<file path="config.mk">
export PLATFORM = sky130hd
export DESIGN_NAME = ctu_cluster_rst_seq
export DESIGN_NICKNAME = d
export VERILOG_FILES = /design/src/rtl/ctu_cluster_rst_seq.sv
export SDC_FILE = /design/constraint.sdc
export NUM_CORES = 1
export LEC_CHECK = 0
export BUFFER_PORTS_ARGS = -buffer_cell sky130_fd_sc_hd__buf_2
export CAP_MARGIN = 15
export CORE_AREA = 4 4 81 64
export DETAILED_ROUTE_END_ITERATION = 10
export DIE_AREA = 0 0 85 68
export PLACE_DENSITY = 0.53
export SYNTH_ARGS = -nofsm -noshare
export SYNTH_HDL_FRONTEND = slang
export SYNTH_SLANG_ARGS = --single-unit
</file>
<file path="constraint.sdc">
create_clock -name gclk -period 2.8 [get_ports gclk]
set_clock_uncertainty 0.2 [all_clocks]
set_input_delay 0.14 -clock gclk [delete_from_list [all_inputs] [get_ports gclk]]
set_output_delay 0.14 -clock gclk [all_outputs]
set_load 0.01 [all_outputs]
</file>
<file path="src/rtl/ctu_cluster_rst_seq.sv">
// ctu_cluster_rst_seq
// CTU-side sequencer for the cluster-header interface. It staggers the
// per-cluster clock enables on power-on, then releases the global reset and
// finally the global debug init, each after a hold-off long enough for the
// header synchronizers to settle. It also runs warm-reset and standalone
// debug-init sequences on request from RUN, and pulses seq_done whenever the
// sequencer re-enters RUN.
//
// Handshake note: por_req is a level that is sampled on every gclk edge in
// any state. wrm_req and dbg_req are single-cycle pulses. They have no ready
// or acknowledge. A pulse that arrives while the sequencer is busy is
// remembered in a pending flag and is serviced on the first edge spent in
// RUN. Repeated pulses collapse into one. Warm reset always wins over debug
// init, and servicing a warm reset clears both pending flags.

module ctu_cluster_rst_seq #(
  parameter int NUM_CLUSTERS = 4,
  parameter int STAGGER_CYC  = 4,
  parameter int SYNC_CYC     = 8,
  parameter int DBG_CYC      = 16,
  parameter int CNTW         = 8
) (
  input  logic                    gclk,
  input  logic                    arst,
  input  logic [NUM_CLUSTERS-1:0] cken_mask,
  input  logic                    por_req,
  input  logic                    wrm_req,
  input  logic                    dbg_req,
  output logic [NUM_CLUSTERS-1:0] cluster_cken,
  output logic                    grst_l,
  output logic                    gdbginit_l,
  output logic                    seq_busy,
  output logic                    seq_done
);

  // Slot index width. It is kept at least one bit wide so that a
  // single-cluster build still has a legal index register.
  localparam int IDXW = (NUM_CLUSTERS > 1) ? $clog2(NUM_CLUSTERS) : 1;

  localparam logic [CNTW-1:0] STAGGER_LAST = CNTW'(STAGGER_CYC - 1);
  localparam logic [CNTW-1:0] SYNC_LAST    = CNTW'(SYNC_CYC - 1);
  localparam logic [CNTW-1:0] DBG_LAST     = CNTW'(DBG_CYC - 1);
  localparam logic [IDXW-1:0] IDX_LAST     = IDXW'(NUM_CLUSTERS - 1);

  // The sequencer states. The current state is held in seq_state so that a
  // checker can bind to it directly.
  typedef enum logic [2:0] {
    ST_PWR_CKEN  = 3'd0,  // staggered clock-enable turn-on, one slot per cluster
    ST_RST_HOLD  = 3'd1,  // clocks stable, reset and dbginit held low
    ST_DBG_HOLD  = 3'd2,  // reset released, dbginit still held low
    ST_RUN       = 3'd3,  // normal operation
    ST_DBG_PULSE = 3'd4   // standalone debug-init pulse, reset stays high
  } seq_state_t;

  seq_state_t              seq_state, seq_state_nxt;
  logic [CNTW-1:0]         cnt, cnt_nxt;
  logic [IDXW-1:0]         idx, idx_nxt;
  logic [NUM_CLUSTERS-1:0] cken_q, cken_nxt;
  logic                    grst_q, grst_nxt;
  logic                    gdbg_q, gdbg_nxt;
  logic                    done_q, done_nxt;
  logic                    pend_wrm, pend_wrm_nxt;
  logic                    pend_dbg, pend_dbg_nxt;

  logic                    want_wrm;
  logic                    want_dbg;

  // A request counts in RUN whether it arrives now or was parked earlier.
  assign want_wrm = wrm_req | pend_wrm;
  assign want_dbg = dbg_req | pend_dbg;

  // State and output registers. Every header-facing output comes from a flop.
  always_ff @(posedge gclk or posedge arst) begin
    if (arst) begin
      seq_state <= ST_PWR_CKEN;
      cnt       <= '0;
      idx       <= '0;
      cken_q    <= '0;
      grst_q    <= 1'b0;
      gdbg_q    <= 1'b0;
      done_q    <= 1'b0;
      pend_wrm  <= 1'b0;
      pend_dbg  <= 1'b0;
    end else begin
      seq_state <= seq_state_nxt;
      cnt       <= cnt_nxt;
      idx       <= idx_nxt;
      cken_q    <= cken_nxt;
      grst_q    <= grst_nxt;
      gdbg_q    <= gdbg_nxt;
      done_q    <= done_nxt;
      pend_wrm  <= pend_wrm_nxt;
      pend_dbg  <= pend_dbg_nxt;
    end
  end

  // Next-state logic: sequence timing, request parking, and the por override.
  always_comb begin
    seq_state_nxt = seq_state;
    cnt_nxt       = cnt;
    idx_nxt       = idx;
    cken_nxt      = cken_q;
    grst_nxt      = grst_q;
    gdbg_nxt      = gdbg_q;
    done_nxt      = 1'b0;
    pend_wrm_nxt  = pend_wrm;
    pend_dbg_nxt  = pend_dbg;

    // Requests that arrive while busy are parked until the first RUN edge.
    if (seq_state != ST_RUN) begin
      pend_wrm_nxt = pend_wrm | wrm_req;
      pend_dbg_nxt = pend_dbg | dbg_req;
    end

    case (seq_state)
      ST_PWR_CKEN: begin
        if (cnt == STAGGER_LAST) begin
          cnt_nxt       = '0;
          // A masked cluster still uses its slot, so the spacing stays fixed.
          cken_nxt[idx] = cken_mask[idx];
          if (idx == IDX_LAST) begin
            idx_nxt       = '0;
            seq_state_nxt = ST_RST_HOLD;
          end else begin
            idx_nxt = idx + IDXW'(1);
          end
        end else begin
          cnt_nxt = cnt + CNTW'(1);
        end
      end

      ST_RST_HOLD: begin
        if (cnt == SYNC_LAST) begin
          cnt_nxt       = '0;
          grst_nxt      = 1'b1;
          seq_state_nxt = ST_DBG_HOLD;
        end else begin
          cnt_nxt = cnt + CNTW'(1);
        end
      end

      ST_DBG_HOLD: begin
        if (cnt == SYNC_LAST) begin
          cnt_nxt       = '0;
          gdbg_nxt      = 1'b1;
          done_nxt      = 1'b1;
          seq_state_nxt = ST_RUN;
        end else begin
          cnt_nxt = cnt + CNTW'(1);
        end
      end

      ST_RUN: begin
        if (want_wrm) begin
          // Warm reset keeps the clocks running. A debug init that arrives
          // with it is dropped, because the warm sequence re-inits anyway.
          grst_nxt      = 1'b0;
          gdbg_nxt      = 1'b0;
          cnt_nxt       = '0;
          pend_wrm_nxt  = 1'b0;
          pend_dbg_nxt  = 1'b0;
          seq_state_nxt = ST_RST_HOLD;
        end else if (want_dbg) begin
          gdbg_nxt      = 1'b0;
          cnt_nxt       = '0;
          pend_dbg_nxt  = 1'b0;
          seq_state_nxt = ST_DBG_PULSE;
        end else begin
          // Software clock control is live only while nothing is sequencing.
          cken_nxt = cken_mask;
        end
      end

      ST_DBG_PULSE: begin
        if (cnt == DBG_LAST) begin
          cnt_nxt       = '0;
          gdbg_nxt      = 1'b1;
          done_nxt      = 1'b1;
          seq_state_nxt = ST_RUN;
        end else begin
          cnt_nxt = cnt + CNTW'(1);
        end
      end

      default: begin
        seq_state_nxt = ST_PWR_CKEN;
        cnt_nxt       = '0;
        idx_nxt       = '0;
      end
    endcase

    // Power-on request overrides everything and restarts from slot 0.
    if (por_req) begin
      seq_state_nxt = ST_PWR_CKEN;
      cnt_nxt       = '0;
      idx_nxt       = '0;
      cken_nxt      = '0;
      grst_nxt      = 1'b0;
      gdbg_nxt      = 1'b0;
      done_nxt      = 1'b0;
      pend_wrm_nxt  = 1'b0;
      pend_dbg_nxt  = 1'b0;
    end
  end

  // Drive the outputs. busy is decoded from the state, so it reads 1 during arst.
  assign cluster_cken = cken_q;
  assign grst_l       = grst_q;
  assign gdbginit_l   = gdbg_q;
  assign seq_done     = done_q;
  assign seq_busy     = (seq_state != ST_RUN);

endmodule

</file>
======== Yosys cells after proc, flatten, opt, wreduce, memory -nomap -nowiden ========
Cells that the tools add are included.
cells by class
  add/subtract/negate cells ............... 2
  magnitude comparators ................... 2
  equal/unequal tests ..................... 19
  mux-type cells .......................... 52
  bitwise operators ....................... 2
  reduce and logical (&&, ||, !) cells .... 12
operators by type and width
  operator                                             count
  2-to-1 mux 8 bit                                     6
  case mux 8 bit (4 select lines)                      1
  2-to-1 mux 3 bit                                     8
  inequality test 3 bit, second input constant         8
  2-to-1 mux 1 bit                                     21
  2-to-1 mux 4 bit                                     4
  case mux 3 bit (5 select lines)                      1
  adder 8 x 1 -> 8 bit, second input constant          1
  equality test 8 x 2 -> 1 bit, second input constant  1
  equality test 8 x 3 -> 1 bit, second input constant  1
  equality test 8 x 4 -> 1 bit, second input constant  1
  case mux 4 bit (2 select lines)                      1
  AND reduction 4 bit                                  2
  equality test 3 x 2 -> 1 bit, second input constant  2
  2-to-1 mux 2 bit                                     3
  AND reduction 6 bit                                  1
  nonzero test 3 bit                                   2
  bitwise mux 4 bit                                    1
  inequality test 4 bit, second input constant         1
  case mux 1 bit (2 select lines)                      2
  case mux 2 bit (2 select lines)                      1
  nonzero test 4 bit                                   1
  OR reduction 4 bit                                   1
  equality test 3 x 1 -> 1 bit, second input constant  1
  other kinds (16)                                     17
storage, ports and cells
  bits in registers ....................... 22
  input port bits ......................... 9
  output and inout bits ................... 8
  logic and storage cells ................. 98

======== Longest topological paths before layout ========
  word-level depth ........................ 8
  gate-level depth with buffers ........... 7
  mapped depth without buffers ............ 6

======== Least setup slack after synthesis ========
OpenSTA, ideal clock, no wires.
  path type ............................... register to register
  start ................................... reg cnt[4]
  end ..................................... reg cnt[1]
  setup time .............................. 0.122 ns
  arrival time ............................ 1.734 ns
  data required time ...................... 2.478 ns
  slack ................................... 0.744 ns
  cell stages (with the launch flop) ...... 6
  path buffers ............................ 1
  clock period less this slack ............ 2.056 ns
  cell sequence ........................... dfrtp_1 -> or4_1 -> buf_6 -> o31ai_1 -> o21ai_1 -> a32o_1
on the way
  longest elaborated chain between the ends .. 4
  elaborated cells on any way between the ends .. 8
  classes of those cells .................. eq/ne: 3; mux: 5
ends and longest elaborated chain
  what                                                        line  RTL
  from (decl)                                                 56    logic [CNTW-1:0] cnt, cnt_nxt;
  from (signal assigned)                                      86    cnt <= cnt_nxt;
  equality test 8 x 4 -> 1 bit, or another cell as far along  175   if (cnt == DBG_LAST) begin
  2-to-1 mux 8 bit (on tied branches)                         --
  case mux 8 bit (4 select lines) *                           115   case (seq_state)
  2-to-1 mux 8 bit *                                          193   if (por_req) begin
Mark *: on every way between the ends. The rest lies on a longest branch, timed or not.
A chain may end at the register's enable or synchronous reset.

======== Worst setup path in the final report ========
  start ................................... reg cnt[4]
  end ..................................... reg cnt[7]
on the way
  longest elaborated chain between the ends .. 4
  elaborated cells on any way between the ends .. 9
  classes of those cells .................. add/sub: 1; eq/ne: 3; mux: 5
ends and longest elaborated chain
  what                                                line
  adder 8 x 1 -> 8 bit, or another cell as far along  --
  2-to-1 mux 8 bit (on tied branches)                 --
  case mux 8 bit (4 select lines) *                   115
  2-to-1 mux 8 bit *                                  193
Marks and branches as above.

==> results_dict.tcl <==
set metrics [dict create \
    status "completed" \
    largest_area_contributor_in_the_netlist "sky130_fd_sc_hd__dfrtp_1" \
    routed_len_inst_um 14.29 \
    tritoncts "yes" \
    synth_top_cells_by_area "sky130_fd_sc_hd__dfrtp_1, sky130_fd_sc_hd__nor2_1, sky130_fd_sc_hd__nand2_1" \
    cp-end-kind "flip-flop" \
    grtUsageTotal_pct 13.25 \
    io_buffers 16 \
    dp.cells 238 \
    post-route-period-util_pct 88.09 \
    drt_drc_violations_left 0 \
    cts_repair_resize_count 0 \
    power.static_leakage_nw 0.7140 \
    synthesis.yosys.warnings 0 \
    worstSetupPathType "flip-flop to flip-flop" \
    r2r_start "cnt[4]$_DFFE_PP0N_" \
    die_area_um2 5780 \
    register_to_register_path_setup_slack_ps 330 \
    finalCriticalPeriod_ps 2466 \
    total_area_of_sequential_cells_um2 550.5 \
    synthesis.area_per_instance_um2 8.607 \
    coreArea_um2 4388 \
    synth_largest_type_area_fraction_pct 36.97 \
    cts_setup_buffers 0 \
    finalNonFillerCells 244 \
    ioPinCount 17 \
    cp_data_required_time_ps 2720 \
    timing_worst_slew_pin_value_ps 915.1 \
    die_outline_width_um 85 \
    yosys.cell_count.top_type "sky130_fd_sc_hd__nor2_1" \
    cp.arrival_ps 2390 \
    vdd.ir_drop.worst_v 0.0003083 \
    grt_setup_unrepaired "false" \
    hold_buffers_post_cts 3 \
    flow.area_growth_from_synthesis_pct 10.92 \
    min_delay_path_class "primary input to flip-flop" \
    grt_max_degree 23 \
    relSlewSlack_pct 38.63 \
    post_route_cells_drive_above_1_share_pct 16.04 \
    drt-initial-drc-count 68 \
    ys_top_cells_by_count "sky130_fd_sc_hd__nor2_1, sky130_fd_sc_hd__dfrtp_1, sky130_fd_sc_hd__nand2_1" \
    share_of_flip_flops_with_an_asynchronous_set_or_reset_pct 100.0 \
    routed_wirelength_um 3486 \
    grt_first_pass_wirelength_um 6210 \
    syn-num-nets 187 \
    fmaxAchievable_mhz 405.4 \
    total_power_mw 1.022 \
    cts_buffer_depth 2 \
    timing.final.hold_violations 0 \
    ctsHtreeMaxLevel 1 \
    placement_rows 21 \
    multi_input_area_um2 840.8 \
    synth-seq-cells 22 \
    edff_count_synth 0 \
    startpoint_type "flip-flop" \
    final_worst_path_setup_slack_ps 333.6 \
    synth_cells 173 \
    detailroute.via_count 1326 \
    overall_die_height_um 68 \
    filler_cell_count 444 \
    cts.sinks 22 \
    first_global_vias 1337 \
    floorplan.initialDensity_pct 33.93 \
    firstDrtPassIters 4 \
    seq_area_frac_synth_pct 36.97 \
    power.density_nw_per_um2 618.9 \
    finalNetCount 203 \
    timing.final.max_slew_violations 0 \
    mappedNetlistArea_um2 1489 \
    dp_worst_setup_slack_ps 382.8 \
    drt-vias-per-instance 5.434 \
    antenna_violations_before_repair 0 \
    number_of_different_library_cells_in_the_post_synthesis_netlist 49 \
    antenna-diode-count 0 \
    cts.reportedPaths.clkPinSlew_ps 80 \
    setup_tns_ps 0 \
    clock_insertion_delay_worst_skew_ps 260 \
    setup.worst_path.start "cnt[4]$_DFFE_PP0N_" \
    rd_place_congestion 0.8049 \
    worst-path-max-fanout 8 \
    cts_inserted_buffers 3 \
    max_cap_viol_count 0 \
    ctsRootBufferMaster "sky130_fd_sc_hd__clkbuf_8" \
    dp_hpwl_um 2556 \
    hold_path.startpoint "por_req" \
    setup-violations-final 0 \
    grt_remaining_overflow 0 \
    synthFlopType "sky130_fd_sc_hd__dfrtp_1" \
    antenna_violating_nets_post_route 0 \
]
layout by cell type, fill, tap and decap left out, types with 3 or more instances in the layout:
cell and n:
sky130_fd_sc_hd__clkbuf_8 3, sky130_fd_sc_hd__dlygate4sd3_1 3, sky130_fd_sc_hd__o22ai_1 4, sky130_fd_sc_hd__nor2_1 27
sky130_fd_sc_hd__o22a_1 4, sky130_fd_sc_hd__nand2_1 19, sky130_fd_sc_hd__o21ai_0 11, sky130_fd_sc_hd__a21oi_1 5
sky130_fd_sc_hd__nor3_1 9, sky130_fd_sc_hd__dfrtp_1 22, sky130_fd_sc_hd__buf_2 16, sky130_fd_sc_hd__nand2b_1 3
sky130_fd_sc_hd__inv_1 6, sky130_fd_sc_hd__nand3_1 7, sky130_fd_sc_hd__ha_1 5
area by class of cell:
cell class | count | share of cell area [%]
sequential | 22 | 33.33
clock buffer | 3 | 2.500
tap | 57 | 4.318
timing repair buffer | 21 | 7.576
inverter | 6 | 1.364
multi-input combinational | 135 | 50.91
per-stage QoR:
step | area (um^2) | hold slack [ps] | util (%)
floorplan | 1489 | -70.77 | -
finish | 1652 | 97.03 | 37.64
global placement | 1580 | 155.6 | 36.01
CTS | 1652 | 87.57 | 37.64
global route | 1652 | 110.8 | 37.64
detailed placement | 1580 | 167.4 | 36.01
report_power, final:
| part | leakage, nW | switching (mW) | internal, mW |
|---|---|---|---|
| registers | 0.293 | 0.0978 | 0.371 |
| logic | 0.400 | 0.198 | 0.160 |
| clock network | 0.0216 | 0.0988 | 0.0959 |
final timing paths:
| path | end | cells after the start |
|---|---|---|
| worst max-delay path | cnt[7]$_DFFE_PP0N_ | 5 |
| worst min-delay path | idx[1]$_DFFE_PP0P_ | 2 |
| worst max register to register | cnt[7]$_DFFE_PP0N_ | 5 |
| worst min register to register | cluster_cken[1]$_DFFE_PP0P_ | 1 |
| max in group asynchronous | cnt[6]$_DFFE_PP0N_ | 3 |
| min in group asynchronous | idx[0]$_DFFE_PP0P_ | 3 |
registers in the layout (all words and copies together), names as in the netlist:
register / cells
cnt: 8
cluster_cken: 4
seq_state: 3
gdbginit_l: 1
pend_dbg: 1
seq_done: 1
idx: 2
grst_l: 1
pend_wrm: 1
per-layer routing:
layer,up-vias,track usage (%),wire length [um]
li1,654,-,-
met1,640,17.75,1752
met5,-,0,0
met3,2,3.369,171
met4,0,2.569,19
met2,30,21.90,1543
cells by family after synthesis:
| kind of cell | synth area share, % |
|---|---|
| compound gates | 20.50 |
| xor+xnor | 2.353 |
| fa+ha+maj | 4.202 |
| buf+inv | 6.554 |
| flops | 36.97 |
| mux | 1.512 |
| simple gates | 27.90 |
critical path, stage by stage (launching register included):
cell,delay (ps)
sky130_fd_sc_hd__dfrtp_1,430
sky130_fd_sc_hd__or4_1,760
sky130_fd_sc_hd__o31ai_1,350
sky130_fd_sc_hd__o21ai_1,260
sky130_fd_sc_hd__nand2_1,190
sky130_fd_sc_hd__o311ai_0,140
Note: power is estimated with default switching activity, not from simulation.
